**config.mk**
```make
export PLATFORM = sky130hd
export DESIGN_NAME = regfile_sb
export DESIGN_NICKNAME = d
export VERILOG_FILES = /design/src/rtl/regfile_sb.sv
export SDC_FILE = /design/constraint.sdc
export NUM_CORES = 1
export LEC_CHECK = 0
export ABC_AREA = 1
export CAP_MARGIN = 10
export CORE_MARGIN = 1.5
export CORE_UTILIZATION = 59
export CTS_CLUSTER_DIAMETER = 80
export CTS_CLUSTER_SIZE = 30
export DETAILED_ROUTE_END_ITERATION = 7
export PLACE_DENSITY_LB_ADDON = 0.05
export SLEW_MARGIN = 25
export SYNTH_ARGS = -nofsm -noshare
export SYNTH_HDL_FRONTEND = slang
export SYNTH_SLANG_ARGS = --single-unit
```
**constraint.sdc**
```tcl
create_clock -name clk -period 2.1 [get_ports clk]
set_input_delay 0.42 -clock clk [delete_from_list [all_inputs] [get_ports clk]]
set_output_delay 0.42 -clock clk [all_outputs]
set_load 0.03 [all_outputs]
```
**src/rtl/regfile_sb.sv**
```systemverilog
`default_nettype none
// ============================================================================
//  Module   : regfile_sb
//  Brief    : Parametrised register file with a hardwired-zero register 0,
//             an optional write-to-read bypass, and a per-register busy
//             scoreboard used by issue logic to stall on pending writes.
//  Revision : 1.0 - initial release
// ============================================================================
module regfile_sb #(
    parameter  int WIDTH      = 32,
    parameter  int DEPTH      = 8,
    parameter  int BYPASS     = 1,
    localparam int ADDR_WIDTH = $clog2(DEPTH)
) (
    input  logic                  clk,
    input  logic                  rst,
    input  logic [ADDR_WIDTH-1:0] rnum1,
    input  logic [ADDR_WIDTH-1:0] rnum2,
    output logic [WIDTH-1:0]      rdata1,
    output logic [WIDTH-1:0]      rdata2,
    output logic                  rbusy1,
    output logic                  rbusy2,
    input  logic                  write,
    input  logic [ADDR_WIDTH-1:0] wnum,
    input  logic [WIDTH-1:0]      wdata,
    input  logic                  bset,
    input  logic [ADDR_WIDTH-1:0] bnum,
    output logic [DEPTH-1:0]      busy_vec,
    input  logic [ADDR_WIDTH-1:0] dbg_num,
    output logic [WIDTH-1:0]      dbg_data
);

    localparam logic [ADDR_WIDTH-1:0] c_ZERO_ADDR = '0;
    localparam bit                    c_BYPASS_EN = (BYPASS != 0);

    // Qualified write / busy-set strobes. Targets of register 0 are dropped
    // here, and the reset term keeps a write presented while reset is held
    // from leaking onto the read ports through the bypass path.
    logic w_wr_en;
    logic w_bset_en;

    assign w_wr_en   = write & rst & (wnum != c_ZERO_ADDR);
    assign w_bset_en = bset  & rst & (bnum != c_ZERO_ADDR);

    // Committed register contents and busy bits, indexed by register number.
    // Entry 0 is a constant, so no flop exists for it.
    logic [WIDTH-1:0] w_reg_q [DEPTH];
    logic [DEPTH-1:0] w_busy;

    assign w_reg_q[0] = '0;
    assign w_busy[0]  = 1'b0;

    for (genvar gi = 1; gi < DEPTH; gi++) begin : g_entry
        localparam logic [ADDR_WIDTH-1:0] c_IDX = ADDR_WIDTH'(gi);

        logic [WIDTH-1:0] r_data;
        logic             r_busy;

        // Data storage: commit the write data when this register is targeted.
        always_ff @(posedge clk or negedge rst) begin
            if (!rst) begin
                r_data <= '0;
            end else if (w_wr_en && (wnum == c_IDX)) begin
                r_data <= wdata;
            end
        end

        // Scoreboard bit: a new producer issuing (bset) takes priority over
        // an older producer completing (write) in the same cycle.
        always_ff @(posedge clk or negedge rst) begin
            if (!rst) begin
                r_busy <= 1'b0;
            end else if (w_bset_en && (bnum == c_IDX)) begin
                r_busy <= 1'b1;
            end else if (w_wr_en && (wnum == c_IDX)) begin
                r_busy <= 1'b0;
            end
        end

        assign w_reg_q[gi] = r_data;
        assign w_busy[gi]  = r_busy;
    end

    // Both read ports share identical logic; port 0 maps to rnum1, port 1 to
    // rnum2.
    for (genvar gp = 0; gp < 2; gp++) begin : g_rport
        logic [ADDR_WIDTH-1:0] w_num;
        logic [WIDTH-1:0]      w_data;
        logic                  w_busy_rd;

        assign w_num = (gp == 0) ? rnum1 : rnum2;

        // Read mux with optional forwarding of a same-cycle write. A matching
        // write clears the busy indication unless a bset to the same register
        // in this cycle keeps it busy after the edge.
        always_comb begin
            w_data    = w_reg_q[w_num];
            w_busy_rd = w_busy[w_num];
            if (c_BYPASS_EN && w_wr_en && (wnum == w_num)) begin
                w_data = wdata;
                if (!(w_bset_en && (bnum == w_num))) begin
                    w_busy_rd = 1'b0;
                end
            end
        end
    end

    assign rdata1   = g_rport[0].w_data;
    assign rbusy1   = g_rport[0].w_busy_rd;
    assign rdata2   = g_rport[1].w_data;
    assign rbusy2   = g_rport[1].w_busy_rd;

    assign busy_vec = w_busy;

    // Debug port always shows committed state, never the bypassed value.
    assign dbg_data = w_reg_q[dbg_num];

endmodule
`default_nettype wire

```
==> impl_metrics.json <==
{
  "status": "finished, violations left",
  "failed_checks": "DRC, setup timing",
  "worstHoldPathType": "in -> async",
  "finalSetupViolations": 6,
  "nets": 2751,
  "grt_pass1_vias": 17600,
  "clockRootBuffer": "clkbuf_16",
  "ys_async_sr_fraction": 1.00,
  "num_vias": 18700,
  "layout_commonest_cell": "nand2_1",
  "clk_path_buf_depth": 3,
  "finalWorstSetupSlack_ns": -0.0382,
  "grt_usage": 0.425,
  "slew_headroom": 0.535,
  "die-area_um2": 27600,
  "worstReg2RegEnd": "g_entry[5].r_data[30]",
  "final_cell_mix": "nand2_1, o21ai_0, nand3_1",
  "cts_max_level": 1,
  "drc": 14,
  "p_leak_nw": 10.1,
  "crit_type": "in -> out",
  "synth_edf_count": 0,
  "core_area_um2": 26100,
  "critPathRequiredTime_ns": 1.68,
  "synth_seq_area_share": 0.368,
  "cts_buffers": 15,
  "grt_max_degree": 114,
  "syn_nets": 2605,
  "avgRoutedWirePerCell_um": 19.8,
  "critPathLaunchType": "input port",
  "reg2reg_slack_ns": 1.28,
  "die_w_um": 166,
  "post-route-min-period_ns": 2.14,
  "syn_area_per_cell_um2": 6.15,
  "synthCells": 2554,
  "path_common_cell": "nor2_1",
  "drt-total-wl_um": 60300,
  "synthToLayoutAreaGrowth_pct": 25.9,
  "rsz0062_at_grt": "yes",
  "die_y_um": 166,
  "antenna_found_initial": 1,
  "path_buf_inv": 5,
  "cts_sinks": 231,
  "grt_pass1_wl_um": 94100,
  "tritoncts": "built",
  "finalHoldViolations": 0,
  "finalInstanceArea_um2": 19800,
  "yosysUniqueCellTypes": 24,
  "maxSlewViolCount": 0,
  "netlist_area_um2": 15700,
  "rr_worst_depth": 3,
  "grt_overflow": 0,
  "fmax_mhz": 468,
  "routabilityCongestion": 0.897,
  "drt_iter0_drc": 2933,
  "firstDrtPassIters": 8,
  "io_pins": 157,
  "crit_slowest_cell": "buf_12",
  "initial_utilization": 0.602,
  "max-cap-violations": 0,
  "slowest_delay_ns": 0.21,
  "drive_above_1_share": 0.151,
  "worstPathArrival_ns": 1.72,
  "startpoint": "dbg_num[1]",
  "fin_crit_sh": 1.02,
  "io_buffers": 155,
  "drtAntennaViolNets": 0,
  "irDropWorstVdd_v": 0.000921,
  "placementRows": 59,
  "worstPathMaxFanout": 43,
  "crit_family": "buffers and inverters",
  "viasPerCell": 6.14,
  "timing.rr.start": "g_entry[5].r_data[30]",
  "yosysWarnings": 0,
  "tns_ns": -0.0510,
  "synth_top_flop_cell": "dfrtp_1",
  "place_area_um2": 18100,
  "path_cells": "buf_2, clkinv_2, buf_12, buf_4, nor2_1, nor2_1, nor2_1, a21oi_1, buf_4",
  "ys_ff_latch": 231,
  "power_density_nw_per_um2": 760,
  "dp_hpwl_um": 35700,
  "finalClockSkew_ns": 0,
  "endpoint_kind": "output pin",
  "clk_pin_slew_ns": 0.09,
  "worstSkewPairLatency_ns": 0.50,
  "worstMarginPinSlew_ns": 0.697
}
[repair_timing]
action / 4_1_cts / 5_1_grt
resized for setup: 123 / 108
hold buffers: 0 / 0
hold endpoints to repair: 0 / 0
gates cloned: 10 / 4
buffers inserted: 10 / 18
endpoints found under the setup margin: 69 / 88
pin swaps: 16 / 22
[tightest hold or removal path, delay by kind of cell]
| family | cells | cell delay [ns] |
|---|---|---|
| buf+inv | 3 | 0.59 |
[synthesized netlist by cell type, types with 2 or more instances]
| library cell | instances | share of area |
|---|---|---|
| a21oi_1 | 32 | 0.010 |
| a31oi_1 | 32 | 0.013 |
| buf_1 | 16 | 0.0038 |
| buf_2 | 91 | 0.029 |
| buf_4 | 12 | 0.0057 |
| clkbuf_1 | 80 | 0.019 |
| clkbuf_2 | 2 | 0.00064 |
| clkinv_1 | 3 | 0.00072 |
| dfrtp_1 | 231 | 0.37 |
| inv_1 | 111 | 0.027 |
| inv_2 | 3 | 0.00072 |
| nand2_1 | 1160 | 0.28 |
| nand3_1 | 275 | 0.088 |
| nand4_1 | 4 | 0.0016 |
| nor2_1 | 136 | 0.033 |
| nor2_2 | 3 | 0.0012 |
| o211ai_1 | 32 | 0.015 |
| o21ai_0 | 309 | 0.099 |
| o21ai_1 | 15 | 0.0048 |
| xnor2_1 | 3 | 0.0017 |
[area by class of cell]
class / count / area (µm²)
repair buffers: 330 / 3770
flip-flops and latches: 231 / 5780
fillers: 2079 / 6290
clock inverters: 10 / 134
diodes: 1 / 2.50
well taps: 335 / 419
multi-input cells: 2005 / 8830
inverters: 117 / 454
clock buffers: 15 / 375
[kinds of logic (layout without fill, tap and decap cells)]
group / Yosys count / in the layout / share of synthesized area
buffers and inverters: 318 / 472 / 0.0863
AOI/OAI and AO/OA: 422 / 422 / 0.143
and+or+nand+nor: 1579 / 1579 / 0.401
xor gates and xnor gates: 3 / 3 / 0.00167
other: 1 / 2 / 0.000239
DFF: 231 / 231 / 0.368
[through the flow]
| step | hold slack (ns) | cells | setup WS [ns] | power [mW] | utilization |
|---|---|---|---|---|---|
| 6_report | 0.0868 | 3044 | -0.0382 | 15.0 | 0.758 |
| 4_1_cts | 0.144 | 3022 | 0.00404 | 14.7 | 0.739 |
| 2_1_floorplan | 0.124 | 2554 | 0.117 | 9.38 | - |
| 3_3_place_gp | 0.467 | 2980 | -0.393 | 11.0 | 0.694 |
| 3_5_place_dp | 0.473 | 2980 | -0.443 | 11.2 | 0.694 |
| 5_1_grt | 0.154 | 3043 | -0.0680 | 15.9 | 0.758 |
[sequential cells by signal, indices dropped and copies added, names as in the netlist]
name and cells:
g_entry.r_data 224, g_entry.r_busy 7
[routing by layer]
layer  vias up  routed length, µm  track usage
met4         0               2940        0.201
met3       278               8680        0.100
li1       8470                  -            -
met2      1398              26500        0.660
met5         -                  0            0
met1      8534              22200        0.564
[power breakdown]
group	total (mW)	switching, mW	internal, mW
registers	6.28	0.920	5.36
logic	5.41	3.27	2.14
clock network	3.33	1.88	1.45
[worst max path at each step]
stage                    to  slack (ns)  cells past startpoint
2_1_floorplan   dbg_data[0]        0.12                      5
3_3_place_gp         rbusy2       -0.39                     11
3_5_place_dp     rdata2[10]       -0.44                     10
4_1_cts              rbusy2       0.004                     11
5_1_grt        dbg_data[17]       -0.07                      9
6_report       dbg_data[17]       -0.04                      9
No activity file was read; power rests on OpenSTA's default activity.
==> RTL edit: new RTL, same settings <==
The parameter `BYPASS` goes from 1 to 0.
--- a/src/rtl/regfile_sb.sv
+++ b/src/rtl/regfile_sb.sv
@@ -9,7 +9,7 @@
 module regfile_sb #(
     parameter  int WIDTH      = 32,
     parameter  int DEPTH      = 8,
-    parameter  int BYPASS     = 1,
+    parameter  int BYPASS     = 0,
     localparam int ADDR_WIDTH = $clog2(DEPTH)
 ) (
     input  logic                  clk,
Function: changed (a bounded check fails within 4 cycles, from zero or initial values and one cycle with rst low).
==> RTL edit against the unedited design <==
  * The flow finishes with violations (hold timing)
  * Clock skew unchanged
  * Global-route usage down 2.9 points
  * Highest routed layer unchanged
  * Critical path type unchanged
  * Clock power decreased by 2%
  * Core utilization decreased by 6.4 points
  * First-iteration DRC count down 23%
  * Sequential cell count stayed put
  * Power shrank 2.9%
  * Critical endpoint is now dbg_data[29]
  * Wire length decreased by 10%
  * Area after synthesis decreased by 0.72%
  * Count of clock-buffer cells in the layout increased by 2
  * Sequential share of layout area is 2.8 points higher
  * Cell area fell by 8.7%
  * Setup slack gained 61 ps
==> RTL edit: results <==
# TYPE chip_impl_metric gauge
chip_impl_metric{name="diodes",unit=""} 0
chip_impl_info{name="top_post_synthesis_cells_by_area",value="dfrtp_1 (37%), nand2_1 (34%), nand3_1 (9.5%)"} 1
chip_impl_metric{name="gpl.final_weighted_congestion",unit=""} 0.872
chip_impl_metric{name="holdWs",unit="ps"} -26.5
chip_impl_metric{name="first_iter_violations",unit=""} 2252
chip_impl_metric{name="final_layout_fill_cell_count",unit=""} 2328
chip_impl_metric{name="mappedNetlistNets",unit=""} 2664
chip_impl_metric{name="post_cts_resize_count",unit=""} 0
chip_impl_metric{name="drt-met1-wl",unit="mm"} 21.0
chip_impl_info{name="worst_path_max_delay_cell",value="clkdlybuf4s50_1"} 1
chip_impl_metric{name="r2r_setup_slack",unit="ps"} 1380
chip_impl_metric{name="tightest_slew",unit="ps"} 694
chip_impl_metric{name="synth-compound-area-share",unit="%"} 7.45
chip_impl_metric{name="detail_route.first_pass.iterations",unit=""} 6
chip_impl_metric{name="power.static_leakage",unit="µW"} 0.0105
chip_impl_metric{name="dp_hpwl",unit="mm"} 33.0
chip_impl_metric{name="share_of_synthesized_area_occupied_by_flip_flops_and_latches",unit="%"} 37.1
chip_impl_metric{name="dpl_worst_slack",unit="ps"} 16.3
chip_impl_metric{name="wl_met2",unit="mm"} 23.7
chip_impl_metric{name="vias_per_cell",unit=""} 5.75
chip_impl_info{name="timing.rr.start",value="g_entry[1].r_busy$_DFFE_PN0P_"} 1
chip_impl_metric{name="hold_violations",unit=""} 8
chip_impl_info{name="failed_checks",value="hold timing"} 1
chip_impl_metric{name="antenna_found_initial",unit=""} 0
chip_impl_metric{name="postCtsSetupRepairBufs",unit=""} 0
chip_impl_metric{name="worst_ep_arrival_time",unit="ps"} 1660
chip_impl_metric{name="ir_drop",unit="mV"} 0.778
chip_impl_metric{name="cpPeakStageDelay",unit="ps"} 550
chip_impl_metric{name="synthDistinctLibCells",unit=""} 18
chip_impl_metric{name="worstPathMaxFanout",unit=""} 32
chip_impl_metric{name="synth-xor-area-share",unit="%"} 0
chip_impl_info{name="outcome",value="complete, but fails checks"} 1
## RTL edit: cell count changes after synthesis, moves of 6 or more
cell,unedited run,this run
nor2_1,136,3
a31oi_1,32,0
buf_2,91,84
clkbuf_1,80,63
nand2_1,1160,1418
o211ai_1,32,0
inv_1,111,242
buf_4,12,18
o21ai_0,309,209
a21oi_1,32,0
nand3_1,275,297
## RTL edit: power by group through the flow
stage	registers (µW)	clock network (µW)	logic, µW
2_1_floorplan	5840	0	3700
3_3_place_gp	5950	0	5130
3_5_place_dp	5980	0	5290
4_1_cts	5900	3300	5320
5_1_grt	6030	3440	6040
6_report	5910	3270	5400
## RTL edit: through the flow
stage          cell area [µm²]  util (%)  hold WS, ps  instances  power, µW
6_report                 18000      69.4        -26.5       3024      14600
5_1_grt                  18000      69.4         13.7       3024      15500
4_1_cts                  18000      69.3         3.33       3023      14500
3_5_place_dp             17500      67.4          472       2998      11300
3_3_place_gp             17500      67.4          467       2998      11100
2_1_floorplan            15600         -          124       2613       9540
## RTL edit: worst max-delay path by stage
| stage | start | to | slack (ps) | cells past startpoint |
|---|---|---|---|---|
| after floorplan | dbg_num[0] | dbg_data[27] | 310 | 9 |
| after detailed placement | dbg_num[2] | dbg_data[0] | 20 | 6 |
| after CTS | dbg_num[2] | dbg_data[0] | 10 | 6 |
| after global routing | dbg_num[2] | dbg_data[0] | 2 | 6 |
| final | dbg_num[2] | dbg_data[29] | 20 | 5 |
| after global placement | dbg_num[2] | dbg_data[0] | 30 | 6 |
## RTL edit: cells by family (layout without fill, tap and decap cells)
family,after synthesis,after routing
flip-flops,231,231
AND/OR/NAND/NOR,1723,1723
AO/OA/AOI/OAI,231,231
other,1,1
buffers and inverters,427,503
## RTL edit: final cells by class
| cell class | instances | share of cell area, % |
|---|---|---|
| clock buffers | 17 | 2.23 |
| clock inverters | 8 | 0.555 |
| inverters | 247 | 5.16 |
| multi-input cells | 1955 | 44.6 |
| well taps | 335 | 2.32 |
| repair buffers | 231 | 13.1 |
| flip-flops and latches | 231 | 32.0 |
## RTL edit: worst reg2reg max path, delay by kind of cell (launching register included)
| kind | cells | cell delay [ps] |
|---|---|---|
| compound gates | 1 | 80 |
| flops | 1 | 440 |
| simple gates | 1 | 80 |
## RTL edit: layer usage
layer  track usage [%]  up-vias
met2              62.3     1224
met5                 0        -
li1                  -     8111
met1              54.3     7817
met4              15.9        0
met3              6.62      231
